===== src/rtl/fp_sqrt_rem.sv =====
// rtl/fp_sqrt_rem.sv - multi-bit-per-cycle restoring fixed-point square root with remainder.
// Optional round-to-nearest on the root output: define FP_SQRT_ROUND_EN.
module fp_sqrt_rem #(
  parameter int WIDTH          = 32,
  parameter int INT_WIDTH      = 16,
  parameter int FRAC_WIDTH     = 16,
  parameter int BITS_PER_CYCLE = 1
) (
  input  logic             clk,
  input  logic             reset,
  input  logic             go,
  input  logic [WIDTH-1:0] in,
  output logic [WIDTH-1:0] out,
  output logic [WIDTH+1:0] rem,
  output logic             done,
  output logic             busy
);

  localparam int RW    = WIDTH + FRAC_WIDTH;
  localparam int ITER  = RW / 2;
  localparam int STEPS = ITER / BITS_PER_CYCLE;
  localparam int CW    = (STEPS < 2) ? 1 : $clog2(STEPS + 1);

  if ((RW % 2) != 0 || (ITER % BITS_PER_CYCLE) != 0 || (INT_WIDTH + FRAC_WIDTH) != WIDTH)
  begin : g_bad_cfg
    $error("fp_sqrt_rem: invalid parameter combination");
  end

  typedef enum logic {IDLE, RUN} state_t;

  state_t           state_q, state_d;
  logic [RW-1:0]    rad_q, rad_d;
  logic [WIDTH-1:0] q_q, q_d;
  logic [WIDTH+1:0] acc_q, acc_d;
  logic [CW-1:0]    cnt_q, cnt_d;
  logic [WIDTH-1:0] out_q, out_d;
  logic [WIDTH+1:0] rem_q, rem_d;
  logic             done_q, done_d;

  always_comb begin
    logic [RW-1:0]    r;
    logic [WIDTH-1:0] qv;
    logic [WIDTH+1:0] av;
    logic [WIDTH+3:0] sh;
    logic [WIDTH+3:0] trial;

    state_d = state_q;
    rad_d   = rad_q;
    q_d     = q_q;
    acc_d   = acc_q;
    cnt_d   = cnt_q;
    out_d   = out_q;
    rem_d   = rem_q;
    done_d  = 1'b0;

    // Chain of restoring steps; two extra bits on the trial keep the sign exact.
    r  = rad_q;
    qv = q_q;
    av = acc_q;
    for (int i = 0; i < BITS_PER_CYCLE; i++) begin
      sh    = {av, r[RW-1 -: 2]};
      trial = sh - {2'b00, qv, 2'b01};
      r     = r << 2;
      if (!trial[WIDTH+3]) begin
        av = (WIDTH+2)'(trial);
        qv = (qv << 1) | WIDTH'(1);
      end else begin
        av = (WIDTH+2)'(sh);
        qv = qv << 1;
      end
    end

    case (state_q)
      IDLE: begin
        if (go) begin
          rad_d   = RW'(in) << FRAC_WIDTH;
          q_d     = '0;
          acc_d   = '0;
          cnt_d   = '0;
          state_d = RUN;
        end
      end
      RUN: begin
        rad_d = r;
        q_d   = qv;
        acc_d = av;
        cnt_d = cnt_q + 1'b1;
        if (cnt_q == CW'(STEPS - 1)) begin
          state_d = IDLE;
          done_d  = 1'b1;
          rem_d   = av;
`ifdef FP_SQRT_ROUND_EN
          if (av > {2'b00, qv}) out_d = (&qv) ? qv : qv + 1'b1;
          else                  out_d = qv;
`else
          out_d = qv;
`endif
        end
      end
      default: state_d = IDLE;
    endcase
  end

  always_ff @(posedge clk or posedge reset) begin
    if (reset) begin
      state_q <= IDLE;
      rad_q   <= '0;
      q_q     <= '0;
      acc_q   <= '0;
      cnt_q   <= '0;
      out_q   <= '0;
      rem_q   <= '0;
      done_q  <= 1'b0;
    end else begin
      state_q <= state_d;
      rad_q   <= rad_d;
      q_q     <= q_d;
      acc_q   <= acc_d;
      cnt_q   <= cnt_d;
      out_q   <= out_d;
      rem_q   <= rem_d;
      done_q  <= done_d;
    end
  end

  assign out  = out_q;
  assign rem  = rem_q;
  assign done = done_q;
  assign busy = (state_q == RUN);

endmodule


===== config.mk =====
export PLATFORM = sky130hd
export DESIGN_NAME = fp_sqrt_rem
export DESIGN_NICKNAME = d
export VERILOG_FILES = /design/src/rtl/fp_sqrt_rem.sv
export SDC_FILE = /design/constraint.sdc
export NUM_CORES = 1
export LEC_CHECK = 0
export ABC_AREA = 1
export CORE_MARGIN = 2
export CORE_UTILIZATION = 57
export DETAILED_ROUTE_END_ITERATION = 10
export GPL_TIMING_DRIVEN = 1
export PLACE_DENSITY = 0.87
export SYNTH_ARGS = -nofsm -noshare
export SYNTH_HDL_FRONTEND = slang
export SYNTH_SLANG_ARGS = --single-unit
export TNS_END_PERCENT = 30

===== constraint.sdc =====
create_clock -name clk -period 6.8 [get_ports clk]
set_clock_uncertainty 0.1 [all_clocks]
set_input_delay 1.7 -clock clk [delete_from_list [all_inputs] [get_ports clk]]
set_output_delay 1.7 -clock clk [all_outputs]
set_load 0.005 [all_outputs]

==> qor.csv, run 1 <==
metric;value;unit
status;finished, final reports clean;
final setup fails;0;
Pleak;5.90;nW
Clk Latency, worst-skew pair;0.44;ns
crit path time final;3.88;ns
Commonest cells post-synth;nand2_1 (500), dfrtp_1 (171), inv_1 (163), nand3_1 (121), nor2_1 (47);
layout overhead on the synthesized area;18.5;%
1st-pass router iterations;5;
Comb pwr share;59.3;%
reg2reg path depth;8;
number of synthesized flops with an enable pin;0;
Min-Delay Endpoint;rem[18];
synthesized netlist net count;1360;
sequential power share;25.4;%
final worst slack;2.92;ns
Top Metal Used;met4;
CP Class;flop to output pin;
fillers;1385;
area fraction of the dominant cell type after synthesis;45.0;%
Int Pwr;0.00364;W
Max stage delay on crit path;0.65;ns
VDD IR max;0.000260;V
Die Ht;133;um
H-tree Lvls;4;
Sw Share;46.8;%
maximum root-to-sink buffer count;2;
Num CTS Buffers;17;
hold-fix buffers at CTS;0;
Critical Path Fanout Max;70;
Placer Congestion;0.941;
ant diodes;0;
fin. max-slew vios;0;
std cell rows;47;
sequential share of the synthesized area;45.0;%
Die ar.;0.0177;mm^2
critical path startpoint category;flop;
CTS tree;built;
wire length on met2;11400;um
met3 WL;1170;um
Tcrit/Tclk final;57.1;%
Distinct cells, synth;38;
DRT antenna net count;0;
drt via density;5.29;
area leader, netlist;dfrtp_1;
Post-synth ARST share;100;%
slew margin rel.;15.1;%
vias in the first global route;8519;
syn_area_per_cell;7.37;um^2
fin nets;1444;
I/O pins;103;
f_max;257;MHz
overall die width;133;um
Critical-path top delay cell;clkdlybuf4s50_1;
Core Region;0.0165;mm^2
initial antenna violation count;0;
cell with the most instances after synthesis;nand2_1;
DRC errors left;0;
mapped cell area;0.00951;mm^2
Starting Density;57.8;%
RSZ-0062 raised after global routing;no;
largest net degree at the start of global routing;100;
main area contributors after synthesis;dfrtp_1 (45%), nand2_1 (20%), inv_1 (6.4%), nand3_1 (6.4%), ha_1 (4.5%);
sum of negative setup slack;0;ns
Remaining Overflow, GRT;0;
max cap viols;0;
CP required;5.00;ns
CP Data Arrival Time;2.08;ns
Synth Warn #;0;
slew of the pin with the lowest slew margin;1.27;ns
Power per Cell Area;608;mW/mm^2
first-pass GRT wire length;40000;um
Iter 0 DRT Violations;539;
port bufs;102;
Mapped Cells;1291;
worst min path class;flop to flop;
vias;8508;
Reg2Reg Setup Slack;3.22;ns
share of cells above drive strength 1;6.77;%
dpl ws;2.93;ns
Final Hold Fails;0;
hold wc startpoint;rem[18];
Worst-path clk slew;0.07;ns
clk root buf;clkbuf_16;
Worst R2R Start;cnt_q[0];
#FFs+latches synth;171;
Setup crit end kind;output pin;
total track usage;27.8;%
total wire length;23300;um
Switch Pwr;0.00321;W
Critical R2R Capture;rem[0];
HPWL after detailed placement;15500;um
Num Clock Sinks;171;
Post-CTS Setup Bufs;0;
mean routed wirelength per cell;14.5;um
Top FF cell, synth;dfrtp_1;
routed metal-1 wirelength;10200;um
Clock power frac;15.4;%
post-cts sizing count;0;
critical path cell sequence;buf_4 > clkdlybuf4s50_1;
Hold Crit Depth;2;
-- state kept, by name, summed over array words and instances (netlist names) --
name,count
rem,34
out,32
done,1
busy,1
rad_q,32
acc_q,34
q_q,32
cnt_q,5
-- per-layer routing --
metal / track usage [%] / up-vias
met5: 0 / -
met2: 46.8 / 261
met1: 35.9 / 3980
li1: - / 4211
met3: 4.76 / 56
met4: 11.5 / 0
-- cell type report --
type                    count  area (um^2)  share of cell area, %
clock buffers              19          443                   3.93
clock inverters            13          189                   1.68
inverters                 173          654                   5.81
multi-input cells         904         4360                   38.7
flip-flops and latches    171         4280                   38.0
well taps                 220          275                   2.44
repair buffers            108         1070                   9.46
-- per-stage QoR --
stage / util, % / cell area, um^2 / std cells / total power [W] / hold WS, ns
6_report: 68.4 / 11300 / 1608 / 0.00685 / 0.379
3_5_place_dp: 64.6 / 10600 / 1576 / 0.00570 / 0.365
2_1_floorplan: - / 9510 / 1291 / 0.00468 / 0.358
5_1_grt: 68.4 / 11300 / 1608 / 0.00748 / 0.406
4_1_cts: 68.4 / 11300 / 1608 / 0.00684 / 0.383
3_3_place_gp: 64.6 / 10600 / 1576 / 0.00557 / 0.362
-- power by group through the flow --
stage	combinational, W	clock, W	sequential [W]
floorplan	0.00298	0	0.00171
global placement	0.00385	0	0.00173
detailed placement	0.00395	0	0.00174
CTS	0.00405	0.00106	0.00174
global route	0.00458	0.00110	0.00180
finish	0.00406	0.00105	0.00174
-- worst max path at each step --
stage	startpoint	end	slack, ns	depth (start not counted)
floorplan	reset	acc_q[0]	0.37	1
global placement	go	rad_q[46]	3.03	4
detailed placement	go	rad_q[47]	2.93	4
CTS	busy	busy	2.92	2
global route	busy	busy	2.84	2
finish	busy	busy	2.92	2
-- critical path: cells and delay by family, from the launching register on --
kind / cells / cell delay [ns]
buffers and inverters: 2 / 1.27
flip-flops: 1 / 0.36
-- layout by cell type (no fill, tap or decap), types with 2 or more instances in the layout --
master	instances
o211ai_1	2
o21ai_1	3
nor3_1	6
inv_2	7
nor2_1	46
bufinv_16	4
o21ai_0	42
xnor2_1	17
a21oi_1	31
clkdlybuf4s50_1	102
clkinv_2	3
clkinv_1	3
a22o_1	3
o22ai_1	32
dfrtp_1	170
o21bai_1	6
nand2_4	3
nand4_1	5
ha_1	34
a21oi_2	2
nor2_4	2
inv_1	162
nand2_2	38
nand2_1	499
inv_6	4
buf_4	6
xor2_1	3
clkbuf_16	17
nand3_1	121
-- logic make-up (layout without fill, tap and decap cells) --
group                      Yosys count  in the layout  share of synthesized area [%]
AOI/OAI and AO/OA                  123            123                           7.35
xor gates and xnor gates            20             20                           1.84
adders and majority gates           34             34                           4.47
buffers and inverters              216            313                           9.26
DFF                                171            171                           45.0
and+or+nand+nor                    727            727                           32.1
(Power assumes the default switching activity.)
==> run 2, diff against run 1 <==
CORE_UTILIZATION = 52   (was 57)
PLACE_DENSITY = 0.84   (was 0.87)
clock period = 3.51 ns   (was 6.8 ns; I/O delays follow)
==> run 2 against run 1 <==
Net effect: via count fell by 0.75%; critical path type is now flop to flop; first-iteration DRC count rose by 2.2%; non-clock buffer count increased by 2; hold slack is essentially flat; setup slack lost 2.2 ns; largest power group unchanged.
==> qor.csv, run 2 (same netlist as run 1, synthesis figures left out) <==
metric;value;unit
status;finished, final reports clean;
HPWL after detailed placement;16300;um
register area;0.00428;mm^2
Starting Density;52.9;%
Worst-path clk slew;0.07;ns
Setup crit end kind;flop;
clk root buf;clkbuf_16;
Final Hold Fails;0;
port bufs;102;
Placer Congestion;0.920;
CP Class;flop to flop;
CP Data Arrival Time;2.97;ns
Pleak;5.89;nW
final std cells w/o fill;1619;
slew of the pin with the lowest slew margin;1.22;ns
max cap viols;0;
Tcrit/Tclk final;78.7;%
maximum root-to-sink buffer count;2;
placed instance area;0.0107;mm^2
Power per Cell Area;1160;mW/mm^2
VDD IR max;0.000752;V
critical path startpoint category;flop;
Core Region;0.0180;mm^2
Clk Latency, worst-skew pair;0.43;ns
Num CTS Buffers;17;
RSZ-0062 raised after global routing;no;
mean routed wirelength per cell;14.6;um
vias in the first global route;8391;
multi-input logic area;0.00436;mm^2
CP required;3.72;ns
fin. max-slew vios;0;
fillers;1568;
drt via density;5.22;
Post-CTS Setup Bufs;0;
initial antenna violation count;0;
most frequent cells in the layout;nand2_1 (499), dfrtp_1 (170), inv_1 (162);
Critical Path Fanout Max;36;
crit path time final;2.76;ns
vias;8444;
largest net degree at the start of global routing;99;
CTS tree;built;
H-tree Lvls;4;
most common cell after layout, fill and taps aside;nand2_1;
Die ar.;0.0194;mm^2
Layout Utilization;62.7;%
post-cts sizing count;0;
hold-fix buffers at CTS;0;
1st-pass router iterations;6;
sum of negative setup slack;0;ns
DP Cell Count;1587;
I/O pins;103;
reg2reg path depth;12;
total wire length;23700;um
total track usage;25.2;%
Die Ht;139;um
Hold Crit Depth;2;
fin area;0.0113;mm^2
slew margin rel.;17.9;%
f_max;362;MHz
std cell rows;49;
DRT antenna net count;0;
layout overhead on the synthesized area;18.4;%
ant diodes;0;
final setup fails;0;
first-pass GRT wire length;40200;um
Num Clock Sinks;171;
Iter 0 DRT Violations;551;
fin nets;1446;
overall die width;139;um
Remaining Overflow, GRT;0;
DRC errors left;0;
worst min path class;flop to flop;
share of cells above drive strength 1;6.91;%
## run 2: cell count changes in the layout (fill, tap and decap cells not counted)
cell / change
buf_12: +3
bufinv_16: -3
clkinv_4: +2
buf_4: -1
clkbuf_8: -1
clkinvlp_4: +1
inv_8: +1
## run 2: power breakdown
| group | switching [W] | internal [W] |
|---|---|---|
| clock network | 0.000842 | 0.000995 |
| logic | 0.00491 | 0.00298 |
| registers | 0.000527 | 0.00287 |
| total | 0.00628 | 0.00684 |
## run 2: worst paths after layout
check / startpoint / endpoint / slack (ns)
worst max-delay path: q_q[20] / rem[22] / 0.75
worst min-delay path: rem[10] / rem[10] / 0.38
max in group asynchronous: reset / rem[20] / 2.03
worst min register to register: rem[10] / rem[10] / 0.38
worst max register to register: q_q[20] / rem[22] / 0.75
min in group asynchronous: reset / rad_q[38] / 0.84
## run 2: through the flow
stage | hold slack, ns | power [W] | worst slack, ns
2_1_floorplan | 0.358 | 0.00908 | 0.350
3_3_place_gp | 0.362 | 0.0110 | 0.852
3_5_place_dp | 0.364 | 0.0112 | 0.792
4_1_cts | 0.383 | 0.0131 | 0.785
5_1_grt | 0.395 | 0.0143 | 0.493
6_report | 0.380 | 0.0131 | 0.747
## run 2: cell type report
type                            instances  share of cell area, %
Multi-Input combinational cell        904                   38.7
Timing Repair Buffer                  110                   9.93
Clock inverter                         14                   1.21
Sequential cell                       171                   38.0
Clock buffer                           18                   3.81
Tap cell                              229                   2.54
Inverter                              173                   5.80
## run 2: routing by layer
metal  global-route usage (%)  share of wire (%)  up-vias
li1                         -                  -     4222
met1                     34.2                 46     3927
met2                     40.9                 47      256
met3                     4.99                5.3       39
met4                     8.29                1.8        0
met5                        0                  0        -
## run 2: critical path, stage by stage (launching register included)
cell	delay (ns)
dfrtp_1	0.36
inv_1	0.12
ha_1	0.30
a21oi_1	0.26
o21ai_1	0.14
nand2_1	0.08
nand2_1	0.08
a21oi_2	0.21
nand3_1	0.15
nand2_4	0.48
nand2_1	0.14
nand3_1	0.12
nand2_1	0.09
==> run 3, diff against run 2 <==
clock period = 2.4 ns   (was 3.51 ns; I/O delays follow)
==> run 3 against run 2 <==
Net effect: register-to-register slack worse by 0.71 ns; hold slack better by 0.00093 ns; critical path depth is 1 higher; total power is 74% higher; sequential power is 48% higher; sequential cell count stayed put; highest routed layer unchanged; via count is 7.8% higher; largest power group unchanged.
==> qor.csv, run 3 (same netlist as run 1, synthesis figures left out) <==
metric;value;unit
final setup fails;0;
fin. max-slew vios;0;
slew margin rel.;65.9;%
VDD IR max;0.000792;V
first-pass GRT wire length;44100;um
layout overhead on the synthesized area;32.3;%
vias;9101;
max cap viols;0;
drt via density;5.35;
port bufs;102;
HPWL after detailed placement;18100;um
CP Data Arrival Time;2.59;ns
1st-pass router iterations;5;
Remaining Overflow, GRT;0;
Num CTS Buffers;17;
overall die width;139;um
share of cells above drive strength 1;17.9;%
CTS tree;built;
CP required;2.63;ns
H-tree Lvls;4;
critical path startpoint category;flop;
Tcrit/Tclk final;98.5;%
crit path time final;2.36;ns
CP Class;flop to flop;
ant diodes;0;
mean routed wirelength per cell;16.0;um
Placer Congestion;0.938;
reg2reg path depth;13;
Critical Path Fanout Max;5;
Pleak;6.40;nW
Iter 0 DRT Violations;596;
Worst R2R Start;q_q[1];
I/O pins;103;
Num Clock Sinks;171;
DRT antenna net count;0;
DRC errors left;0;
Min-Delay Endpoint;rem[9];
Die ar.;0.0194;mm^2
DP Cell Count;1655;
fin nets;1529;
total wire length;27200;um
Core Region;0.0180;mm^2
worst min path class;flop to flop;
Setup crit end kind;flop;
Hold Crit Depth;2;
std cell rows;49;
f_max;423;MHz
Power per Cell Area;1810;mW/mm^2
initial antenna violation count;0;
vias in the first global route;8933;
clk root buf;clkbuf_16;
Starting Density;52.9;%
RSZ-0062 raised after global routing;yes;
sum of negative setup slack;0;ns
slew of the pin with the lowest slew margin;0.511;ns
Clk Latency, worst-skew pair;0.44;ns
hold wc startpoint;rem[9];
Final Hold Fails;0;
maximum root-to-sink buffer count;2;
Layout Utilization;70.1;%
most common cell after layout, fill and taps aside;nand2_1;
total track usage;28.0;%
status;finished, final reports clean;
Critical R2R Capture;acc_q[18];
Reg2Reg Setup Slack;0.04;ns
Worst-path clk slew;0.07;ns
Die Ht;139;um
final std cells w/o fill;1702;
largest net degree at the start of global routing;99;
most frequent cells in the layout;nand2_1 (480), dfrtp_1 (168), inv_1 (150);
==> run 3: repair_timing <==
action                                  CTS  global route
pin swaps                                 0            19
hold buffers                              0             0
gates resized for setup                  10            89
setup buffers                             0            14
endpoints found under the setup margin   35            70
cloned                                    0             1
==> run 3: worst max-delay path by stage <==
| stage | start | to | depth (start not counted) |
|---|---|---|---|
| 2_1_floorplan | reset | acc_q[0] | 1 |
| 3_3_place_gp | acc_q[16] | rem[4] | 14 |
| 3_5_place_dp | q_q[16] | rem[4] | 15 |
| 4_1_cts | acc_q[26] | rem[4] | 12 |
| 5_1_grt | q_q[5] | acc_q[33] | 16 |
| 6_report | q_q[1] | acc_q[18] | 13 |
==> run 3: area by class of cell <==
| class | count | area [um^2] |
|---|---|---|
| fillers | 1371 | 5380 |
| multi-input cells | 904 | 4880 |
| flip-flops and latches | 171 | 4280 |
| repair buffers | 193 | 1870 |
| inverters | 173 | 653 |
| clock buffers | 18 | 439 |
| well taps | 229 | 287 |
| clock inverters | 14 | 180 |
==> run 3: routing by layer <==
layer	vias to the layer above	track usage [%]	share of wire (%)
li1	4399	-	-
met1	4329	36.9	43
met2	320	45.9	49
met3	53	4.89	5.3
met4	0	11.5	2.6
met5	-	0	0
==> run 3: power by group <==
| part | total [W] | internal [W] | switching [W] |
|---|---|---|---|
| registers | 0.00503 | 0.00420 | 0.000836 |
| clock network | 0.00292 | 0.00169 | 0.00123 |
| logic | 0.0148 | 0.00643 | 0.00840 |
| total | 0.0228 | 0.0123 | 0.0105 |
==> run 3: metrics by stage <==
step	setup slack, ns	cell area [um^2]	power [W]	hold WS, ns
after global routing	-0.136	12600	0.0246	0.407
after global placement	-0.00180	11300	0.0172	0.363
after CTS	0.00133	12000	0.0209	0.384
after floorplan	-0.483	9520	0.0133	0.358
after detailed placement	-0.0525	11300	0.0176	0.366
final	0.0352	12600	0.0228	0.380
==> run 3: critical path: stages, from the launching register on <==
cell and delay, ns:
dfrtp_1 0.39, inv_2 0.09, ha_2 0.32, nand2_1 0.11, nand2_1 0.08, a21oi_2 0.14, nand2_1 0.12, nand2_1 0.08
nand2_1 0.12, a21oi_2 0.21, xor2_1 0.23, nand2_2 0.11, nand3_1 0.08, nand2_1 0.06
